`config.mk`:
```
export PLATFORM = sky130hd
export DESIGN_NAME = sprite_rom_arbiter_flat
export DESIGN_NICKNAME = d
export VERILOG_FILES = /design/src/rtl/sprite_rom_arbiter_pkg.sv /design/src/rtl/sprite_rom_arbiter_if.sv /design/src/rtl/sprite_rom_arbiter_rr_pick.sv /design/src/rtl/sprite_rom_arbiter.sv /design/src/flat_wrapper.sv
export SDC_FILE = /design/constraint.sdc
export NUM_CORES = 1
export LEC_CHECK = 0
export ABC_AREA = 0
export BUFFER_PORTS_ARGS = -buffer_cell sky130_fd_sc_hd__buf_4
export CAP_MARGIN = 5
export CORE_MARGIN = 2
export CORE_UTILIZATION = 47
export DETAILED_ROUTE_END_ITERATION = 16
export PLACE_DENSITY = 0.91
export SKIP_LAST_GASP = 1
export SLEW_MARGIN = 20
export SYNTH_ARGS = -nofsm -noshare
export SYNTH_HDL_FRONTEND = slang
export SYNTH_HIERARCHICAL = 1
export SYNTH_SLANG_ARGS = --single-unit
```
`constraint.sdc`:
```
create_clock -name Clk -period 11.9 [get_ports Clk]
set_clock_uncertainty 0.2 [all_clocks]
set_input_delay 3.57 -clock Clk [delete_from_list [all_inputs] [get_ports Clk]]
set_output_delay 3.57 -clock Clk [all_outputs]
set_load 0.005 [all_outputs]
```
`src/rtl/sprite_rom_arbiter_pkg.sv`:
```
// Shared types and constants for the sprite ROM arbiter: requester
// numbering, the requester id type and the return-pipeline entry.
package sprite_arb_pkg;

  localparam int NUM_REQ = 8;

  localparam int REQ_PLAYER = 0;
  localparam int REQ_ATTACK = 1;
  localparam int REQ_EATTACK = 2;
  localparam int REQ_ENEMY0 = 3;
  localparam int REQ_ENEMY1 = 4;
  localparam int REQ_ENEMY2 = 5;
  localparam int REQ_ENEMY3 = 6;
  localparam int REQ_HUD = 7;

  typedef logic [$clog2(NUM_REQ)-1:0] req_id_t;

  // One slot of the return pipeline: who owns the data coming back.
  typedef struct packed {
    logic    valid;
    req_id_t id;
  } ret_entry_t;

endpackage

```
`src/rtl/sprite_rom_arbiter_if.sv`:
```
// Request/return bus between the sprite units plus the sprite ROM on one
// side and the arbiter on the other. The arbiter uses the slave modport.
interface sprite_rom_arbiter_if #(
  parameter int NUM_REQ = 8,
  parameter int ADDR_W  = 19,
  parameter int DATA_W  = 5
);
  logic [NUM_REQ-1:0]             req;
  logic [NUM_REQ-1:0][ADDR_W-1:0] req_addr;
  logic [NUM_REQ-1:0]             gnt;
  logic [NUM_REQ-1:0]             rvalid;
  logic [DATA_W-1:0]              rdata;
  logic                           rom_rd;
  logic [ADDR_W-1:0]              rom_addr;
  logic [DATA_W-1:0]              rom_data;

  modport slave (
    input  req, req_addr, rom_data,
    output gnt, rvalid, rdata, rom_rd, rom_addr
  );

  modport master (
    output req, req_addr, rom_data,
    input  gnt, rvalid, rdata, rom_rd, rom_addr
  );
endinterface

```
`src/rtl/sprite_rom_arbiter_rr_pick.sv`:
```
// Round-robin winner search: first set bit of i_req at or above i_ptr,
// wrapping from NUM_REQ-1 back to 0. Purely combinational.
module rr_pick #(
  parameter int NUM_REQ = 8,
  localparam int ID_W = $clog2(NUM_REQ)
) (
  input  logic [NUM_REQ-1:0] i_req,
  input  logic [ID_W-1:0]    i_ptr,
  output logic               o_found,
  output logic [ID_W-1:0]    o_id
);

  // Walk the requesters in priority order starting at the pointer.
  always_comb begin
    logic [ID_W:0] w_sum;
    o_found = 1'b0;
    o_id    = '0;
    for (int i = 0; i < NUM_REQ; i++) begin
      w_sum = {1'b0, i_ptr} + (ID_W+1)'(i);
      if (w_sum >= (ID_W+1)'(NUM_REQ)) begin
        w_sum = w_sum - (ID_W+1)'(NUM_REQ);
      end else begin
        w_sum = w_sum;
      end
      if (!o_found && i_req[w_sum[ID_W-1:0]]) begin
        o_found = 1'b1;
        o_id    = w_sum[ID_W-1:0];
      end else begin
        o_found = o_found;
      end
    end
  end

endmodule

```
`src/rtl/sprite_rom_arbiter.sv`:
```
// Round-robin arbiter sharing the sprite ROM read port between the sprite
// units. Grants are combinational from the registered pointer and the
// request vector; returned data is steered back through a ROM_LAT-deep
// pipeline of owner ids. Optional frame stall counter is enabled by
// defining SPRITE_ARB_STALL_CNT_EN.
module sprite_rom_arbiter #(
  parameter int NUM_REQ = sprite_arb_pkg::NUM_REQ,
  parameter int ADDR_W  = 19,
  parameter int DATA_W  = 5,
  parameter int ROM_LAT = 2
) (
  input  logic                 Clk,
  input  logic                 Reset,
  input  logic                 frame_start,
`ifdef SPRITE_ARB_STALL_CNT_EN
  output logic [15:0]          stall_cnt,
`endif
  sprite_rom_arbiter_if.slave  bus
);
  import sprite_arb_pkg::*;

  req_id_t            r_ptr;
  logic [NUM_REQ-1:0] r_inflight;
  ret_entry_t         r_pipe [ROM_LAT];

  logic [NUM_REQ-1:0] w_req_masked;
  logic [NUM_REQ-1:0] w_gnt;
  logic [NUM_REQ-1:0] w_rvalid;
  logic               w_found;
  logic               w_grant_en;
  req_id_t            w_win;
  req_id_t            w_ptr_inc;
  ret_entry_t         w_ret;

  assign w_ret = r_pipe[ROM_LAT-1];

  // Data-valid decode from the pipeline tail; suppressed while in reset.
  always_comb begin
    w_rvalid = '0;
    if (Reset && w_ret.valid) begin
      w_rvalid[w_ret.id] = 1'b1;
    end else begin
      w_rvalid = '0;
    end
  end

  // A requester whose data returns this cycle may be granted again now.
  assign w_req_masked = bus.req & ~(r_inflight & ~w_rvalid);

  rr_pick #(.NUM_REQ(NUM_REQ)) u_pick (
    .i_req   (w_req_masked),
    .i_ptr   (r_ptr),
    .o_found (w_found),
    .o_id    (w_win)
  );

  assign w_grant_en = w_found & Reset;
  assign w_ptr_inc  = (w_win == req_id_t'(NUM_REQ-1)) ? '0 : w_win + req_id_t'(1);

  // Grant and ROM drive for the winner; all zero when idle or in reset.
  always_comb begin
    w_gnt        = '0;
    bus.rom_rd   = 1'b0;
    bus.rom_addr = '0;
    if (w_grant_en) begin
      w_gnt[w_win] = 1'b1;
      bus.rom_rd   = 1'b1;
      bus.rom_addr = bus.req_addr[w_win];
    end else begin
      w_gnt = '0;
    end
  end

  assign bus.gnt    = w_gnt;
  assign bus.rvalid = w_rvalid;
  assign bus.rdata  = (Reset && w_ret.valid) ? bus.rom_data : '0;

  // Round-robin pointer: frame start rewinds to requester 0.
  always_ff @(posedge Clk) begin
    if (!Reset) begin
      r_ptr <= '0;
    end else if (frame_start) begin
      r_ptr <= '0;
    end else if (w_grant_en) begin
      r_ptr <= w_ptr_inc;
    end else begin
      r_ptr <= r_ptr;
    end
  end

  // In-flight masks: set on grant, cleared on the matching data return.
  always_ff @(posedge Clk) begin
    if (!Reset) begin
      r_inflight <= '0;
    end else begin
      r_inflight <= (r_inflight & ~w_rvalid) | w_gnt;
    end
  end

  // Return pipeline carrying the owner of each outstanding ROM read.
  always_ff @(posedge Clk) begin
    if (!Reset) begin
      for (int i = 0; i < ROM_LAT; i++) begin
        r_pipe[i] <= '0;
      end
    end else begin
      r_pipe[0] <= '{valid: w_grant_en, id: w_win};
      for (int i = 1; i < ROM_LAT; i++) begin
        r_pipe[i] <= r_pipe[i-1];
      end
    end
  end

`ifdef SPRITE_ARB_STALL_CNT_EN
  logic [15:0] r_stall_cnt;
  logic        w_stall;

  assign w_stall   = Reset & (|(w_req_masked & ~w_gnt));
  assign stall_cnt = r_stall_cnt;

  // Saturating count of cycles where an eligible requester was left waiting.
  always_ff @(posedge Clk) begin
    if (!Reset) begin
      r_stall_cnt <= 16'h0000;
    end else if (frame_start) begin
      r_stall_cnt <= 16'h0000;
    end else if (w_stall && (r_stall_cnt != 16'hFFFF)) begin
      r_stall_cnt <= r_stall_cnt + 16'h0001;
    end else begin
      r_stall_cnt <= r_stall_cnt;
    end
  end
`endif

endmodule

```
`src/flat_wrapper.sv`:
```
// flat-port wrapper written by rule: the top's interface ports become plain ports
module sprite_rom_arbiter_flat import sprite_arb_pkg::*;
#(
  parameter int NUM_REQ = sprite_arb_pkg::NUM_REQ,
  parameter int ADDR_W  = 19,
  parameter int DATA_W  = 5,
  parameter int ROM_LAT = 2
)
  (Clk, Reset, frame_start, bus_req, bus_req_addr, bus_rom_data, bus_gnt, bus_rvalid, bus_rdata, bus_rom_rd, bus_rom_addr);
  sprite_rom_arbiter_if #(.NUM_REQ(NUM_REQ), .ADDR_W(ADDR_W), .DATA_W(DATA_W)) bus_i ();
  input  logic Clk;
  input  logic Reset;
  input  logic frame_start;
  input wire logic [$bits(bus_i.req)-1:0] bus_req;
  input wire logic [$bits(bus_i.req_addr)-1:0] bus_req_addr;
  input wire logic [$bits(bus_i.rom_data)-1:0] bus_rom_data;
  output wire logic [$bits(bus_i.gnt)-1:0] bus_gnt;
  output wire logic [$bits(bus_i.rvalid)-1:0] bus_rvalid;
  output wire logic [$bits(bus_i.rdata)-1:0] bus_rdata;
  output wire logic [$bits(bus_i.rom_rd)-1:0] bus_rom_rd;
  output wire logic [$bits(bus_i.rom_addr)-1:0] bus_rom_addr;
  assign bus_i.req = bus_req;
  assign bus_i.req_addr = bus_req_addr;
  assign bus_i.rom_data = bus_rom_data;
  assign bus_gnt = bus_i.gnt;
  assign bus_rvalid = bus_i.rvalid;
  assign bus_rdata = bus_i.rdata;
  assign bus_rom_rd = bus_i.rom_rd;
  assign bus_rom_addr = bus_i.rom_addr;
  sprite_rom_arbiter #(.NUM_REQ(NUM_REQ), .ADDR_W(ADDR_W), .DATA_W(DATA_W), .ROM_LAT(ROM_LAT)) u_core (.Clk(Clk), .Reset(Reset), .frame_start(frame_start), .bus(bus_i));
endmodule
```
Word level (Yosys, flattened, before mapping) --
Memory sizes are Yosys's and may differ from the RTL's. Cells that the tools add are included.
Operators by class: reduce and logical (&&, ||, !) cells 18, muxes and demuxes 56, $add $sub $neg 16, $lt $le $gt $ge 20, equality and inequality tests 1, bitwise logic cells 9
Operator list (number):
- 19-bit binary-select mux with 3-bit select | 1
- 3-bit two-way mux | 17
- 3-bit by 4-bit less-than comparator with 1-bit output (second input constant) | 10
- 19-bit two-way mux | 2
- 4-bit >= comparator (second input constant) | 7
- 1-bit binary-select mux with 3-bit select | 8
- 3-bit by 1-bit subtractor with 3-bit output (second input constant) | 8
- 1-bit two-way mux | 21
- 3-bit by 3-bit adder with 4-bit output (second input constant) | 4
- 8-bit bitwise AND | 2
- 8-bit two-way mux | 2
- 8-bit NOT | 2
- 1-bit logical AND | 10
- 3-bit by 2-bit adder with 4-bit output (second input constant) | 2
- 4-bit two-way mux | 2
- 8-bit OR | 1
- 1-bit logical NOT | 7
- 1-bit demux with 3-bit select | 2
- 3-bit by 1-bit >= comparator with 1-bit output (second input constant) | 2
- 5-bit two-way mux | 1
- 3-bit by 1-bit adder with 4-bit output (second input constant) | 1
- 3-bit by 4-bit >= comparator with 1-bit output (second input constant) | 1
- 3-bit by 1-bit adder with 3-bit output (second input constant) | 1
- 3-bit equality test (second input constant) | 1
- other kinds (4) | 5
Word-level totals: bits in registers 11, memories kept 1, bits in writable memories 8, word-level logic and storage cells 123, bits of input ports 168
Memories:
- u_core.r_pipe | depth 2, bits a word 4, read ports 2, clocked after memory_dff 0, wr ports 2, line sprite_rom_arbiter.sv:24 | ret_entry_t r_pipe [ROM_LAT];

Logic depth before layout (Yosys ltp) --
An unclocked memory read counts as a cell.
depth after elaboration 40, mapped depth 16

By module --
The synthesis kept the hierarchy.
Modules (own cells, without submodules):
- sprite_rom_arbiter | area an instance 2144.6 µm², cells each 258, instances 1
- rr_pick | area an instance 1062.3 µm², cells each 115, instances 1

Worst setup path before layout --
No wires, ideal clock.
path type in2out, from in Reset, to out bus_rom_addr[17], path buffers 1, data required time 8.130 ns, arrival time 6.424 ns, stages 13, setup slack 1.706 ns, cell sequence nand3_1 > o21ai_0 > and2_1 > mux4_2 > a221o_1 > a2bb2oi_2 > nor2_4 > a31oi_1 > a211oi_2 > nand2b_1 > clkbuf_1 > o22ai_1 > o21a_1
On the way: cells in the longest elaborated chain, start to end 33, elaborated cells on any way between the ends 56, those cells by class mux: 36; bitwise: 5; reduce/logical: 15
RTL lines:
- start: declaration | line flat_wrapper.sv:12 | input logic Reset;
- 1-bit logical AND * | line sprite_rom_arbiter.sv:40 | if (Reset && w_ret.valid) begin
- 8-bit two-way mux * | line sprite_rom_arbiter.sv:40
- 8-bit NOT * | line sprite_rom_arbiter.sv:48 | assign w_req_masked = bus.req & ~(r_inflight & ~w_rvalid);
- 8-bit bitwise AND * | line sprite_rom_arbiter.sv:48
- 8-bit NOT * | line sprite_rom_arbiter.sv:48
- 8-bit bitwise AND * | line sprite_rom_arbiter.sv:48
- net u_core.w_req_masked[3] | line sprite_rom_arbiter.sv:26 | logic [NUM_REQ-1:0] w_req_masked;
- 1-bit binary-select mux with 3-bit select | line sprite_rom_arbiter_rr_pick.sv:25 | if (!o_found && i_req[w_sum[ID_W-1:0]]) begin
- [... 19 more ...]
- 1-bit two-way mux | line sprite_rom_arbiter_rr_pick.sv:25
- 1-bit logical NOT | line sprite_rom_arbiter_rr_pick.sv:25
- 1-bit logical AND | line sprite_rom_arbiter_rr_pick.sv:25
- 3-bit two-way mux * | line sprite_rom_arbiter_rr_pick.sv:25
- net u_core.w_win[2] | line sprite_rom_arbiter.sv:31 | req_id_t w_win;
- 19-bit binary-select mux with 3-bit select * | line sprite_rom_arbiter.sv:68 | bus.rom_addr = bus.req_addr[w_win];
- 19-bit two-way mux (implied by the code) * | line sprite_rom_arbiter.sv:68
- 19-bit two-way mux * | line sprite_rom_arbiter.sv:65 | if (w_grant_en) begin
- end: declaration | line flat_wrapper.sv:21 | output wire logic [$bits(bus_i.rom_addr)-1:0] bus_rom_addr;
The timed path passes the listed nets; every way through them passes the cells marked *. The select of a mux whose other input is x is not followed.

Worst setup path in the final report --
from in Reset, to out bus_rom_addr[1]
The elaborated chain is that of the path after synthesis.

==> impl_results.md <==
* Yosys cell types at 60
* Syn. warnings at 6
* Synth Instances at 373
* Total grt overflow at 0
* Max VDD drop at 0.178 mV
* WHS at 0.237 ns
* PwrDens at 259 nW/um2
* I/O Buffers at 208
* All-Layer GR Usage at 0.341
* Slew headroom at 0.390
* CTS sink count at 19
* Unrepaired setup endpoints after global routing: false
* # nets final at 733
* Leading cell types in the layout, fill and taps excluded: buf_4, mux2i_1, o22ai_1
* LEAKAGE at 2.36 nW
* Predominant post-synthesis flop cell: dfxtp_1
* Hold Crit Class: register to register
* Final min period at 11.45 ns
* Slowest CP cell: nand2b_1
* Mapped Nets at 545
* Largest delay share family, worst path: simple AND/OR/NAND/NOR gates
* Die X at 86.6 um
* Max stage delay on crit path at 0.77 ns
* M1 GR Usage at 0.424
* Finished Layout Cells at 640
* Remaining DRCs at 0
* Mapped Area at 3210 um2
* Yosys reg bits at 19
* Sequential element share of the synthesized area at 0.119
* Status: completed
* Pin count of the biggest net entering global routing at 39
* Die Ht at 86.6 um
* Ports at 209
* Final worst path period share at 0.962
* Startpoint types: input pin
* Post-CTS Setup Inserts at 0
* Post-synth EDFFs at 0
* Clock root cell: clkbuf_8
* Drt pass-1 iters at 5
* Most common cell after layout, fill and taps aside: buf_4
* Critical path class: input pin to primary output
* Core ar. at 6680 um2
* Max-slew violation count at 0
* CP endpoint kind: primary output
* Cts bufs inserted at 3
* Inserted Diodes at 0
* P&R area growth vs syn at 49.7%
* Layout cells sized above 1 at 0.421
* Detail-routed via count per cell at 6.10
* CTS tree: yes
* Synth area leader: mux2i_1
* CTS Hold Buffers Added at 0
* Setup violators final at 0
* # fillers at 502
* Slew of the pin with the lowest slew margin at 0.915 ns
* Largest cells by area after synthesis: mux2i_1, dfxtp_1, o22ai_1, mux4_2, o21a_1
* GP Congestion at 1.09
* Placed instance count at 636
* Placement Cell Area at 4750 um2
* CTS resizes at 0
* Post-route cell area at 4800 um2
* DR WL/cell at 20.2 um
* DRT iter0 DRCs at 234
* Full die area at 7500 um2
* Vias in the first global route at 3924
* Sum of negative setup slack at 0 ns
* H-tree levels at 1
* Ys async rst share at 0
* Final Hold Viols at 0
* Vias at 3905
* Required time worst endpoint at 8.13 ns
* Worst-path cell chain: buf_4 > nand3b_1 > o31ai_1 > and2_1 > mux2i_1 > mux4_2 > a2bb2oi_2 > nor2_4 > and4_1 > a211oi_2 > nand2b_1 > o22ai_1 > o21a_1 > buf_4
* Fmax at 87.3 MHz
* Starting Density at 0.480
* Initial antenna violation count at 0
* WL final at 13.0 mm
* First-pass GRT wire length at 20.1 mm
* Std cell rows at 30
* Clock slew at reported path FFs at 0.07 ns
* Critical path buffer and inverter count at 2
* Insertion delay to the later sink of the worst-skew pair at 0.26 ns
* Yosys top cell area share at 0.284
* CP most frequent cell: buf_4
* Clk buf depth at 2
* Met3 usage at 0.0876
* DP HPWL at 10.4 mm
* Crit path DAT at 7.68 ns
* Syn_area_per_cell at 8.60 um2
* Antenna viol nets, final at 0
* # Max-Cap Violations at 0
* Gr busiest metal: met2
* Met2 Usage GRT at 0.565
* Max FO, Critical Path at 25
[layer usage]
| layer | up-vias | share of wire | wire, um |
|---|---|---|---|
| met2 | 242 | 0.49 | 6390 |
| li1 | 1795 | - | - |
| met3 | 49 | 0.096 | 1240 |
| met4 | 0 | 0.036 | 463 |
| met5 | - | 0 | 0 |
| met1 | 1819 | 0.38 | 4860 |
[synthesized netlist by cell type (all sizes together) (2+ instances only)]
cell / instances
mux2i: 91
o22ai: 38
buf: 19
dfxtp: 19
o21a: 19
and2: 17
inv: 17
mux4: 13
nor2: 13
clkbuf: 12
o21ai: 11
nand2: 10
a21boi: 9
nand2b: 9
mux2: 6
nor3: 6
or2: 6
a21oi: 5
and3: 5
ha: 4
nand3: 4
nor2b: 4
or3: 4
a211oi: 3
o31ai: 3
a21o: 2
a221o: 2
nand3b: 2
xor2: 2
[worst paths after layout]
kind,slack [ns],from,to,cells past startpoint
setup reg to reg,6.83,u_core/r_ptr[0],u_core/r_inflight[2],11
setup / recovery,0.45,Reset,bus_rom_addr[1],14
hold reg to reg,0.24,u_core/r_pipe[0][1],u_core/r_pipe[0][5],1
hold / removal,0.24,u_core/r_pipe[0][1],u_core/r_pipe[0][5],1
[state kept, by name, summed over array words and instances, names as in the netlist]
signal             cells
u_core/r_ptr           3
u_core/r_pipe          8
u_core/r_inflight      8
[kinds of logic after synthesis]
| family | after synthesis | synth area share |
|---|---|---|
| mux | 110 | 0.401 |
| compound gates | 104 | 0.224 |
| simple gates | 85 | 0.152 |
| buf+inv | 48 | 0.0808 |
| flops | 19 | 0.119 |
| fa+ha+maj | 4 | 0.0156 |
| xor+xnor | 3 | 0.00820 |
[worst register-to-register path: cells and delay by family (launching register included)]
kind,cells,cell delay (ns)
flops,1,0.83
fa+ha+maj,1,0.72
simple gates,4,1.36
compound gates,3,0.62
buf+inv,1,0.22
mux,2,1.00
[power by group]
group,switching (mW),total [mW],internal [mW]
sequential,0.0194,0.0996,0.0802
clock,0.0224,0.0457,0.0233
combinational,0.570,1.10,0.527
total,0.612,1.24,0.631
[metrics by stage]
stage | utilization | power (mW) | setup WS, ns
global placement | 0.712 | 1.15 | 0.778
finish | 0.719 | 1.24 | 0.450
CTS | 0.719 | 1.22 | 0.540
global route | 0.719 | 1.32 | 0.147
detailed placement | 0.712 | 1.17 | 0.555
floorplan | - | 0.875 | 1.71
[area by class of cell]
class	instances	area [um2]	share of cell area
Clock buffer	3	41.3	0.00860
Clock inverter	1	5.00	0.00104
Inverter	17	63.8	0.0133
Multi-Input combinational cell	306	2580	0.537
Sequential cell	19	380	0.0792
Tap cell	80	100	0.0208
Timing Repair Buffer	214	1630	0.340
Note: power is estimated with default switching activity, not from simulation.
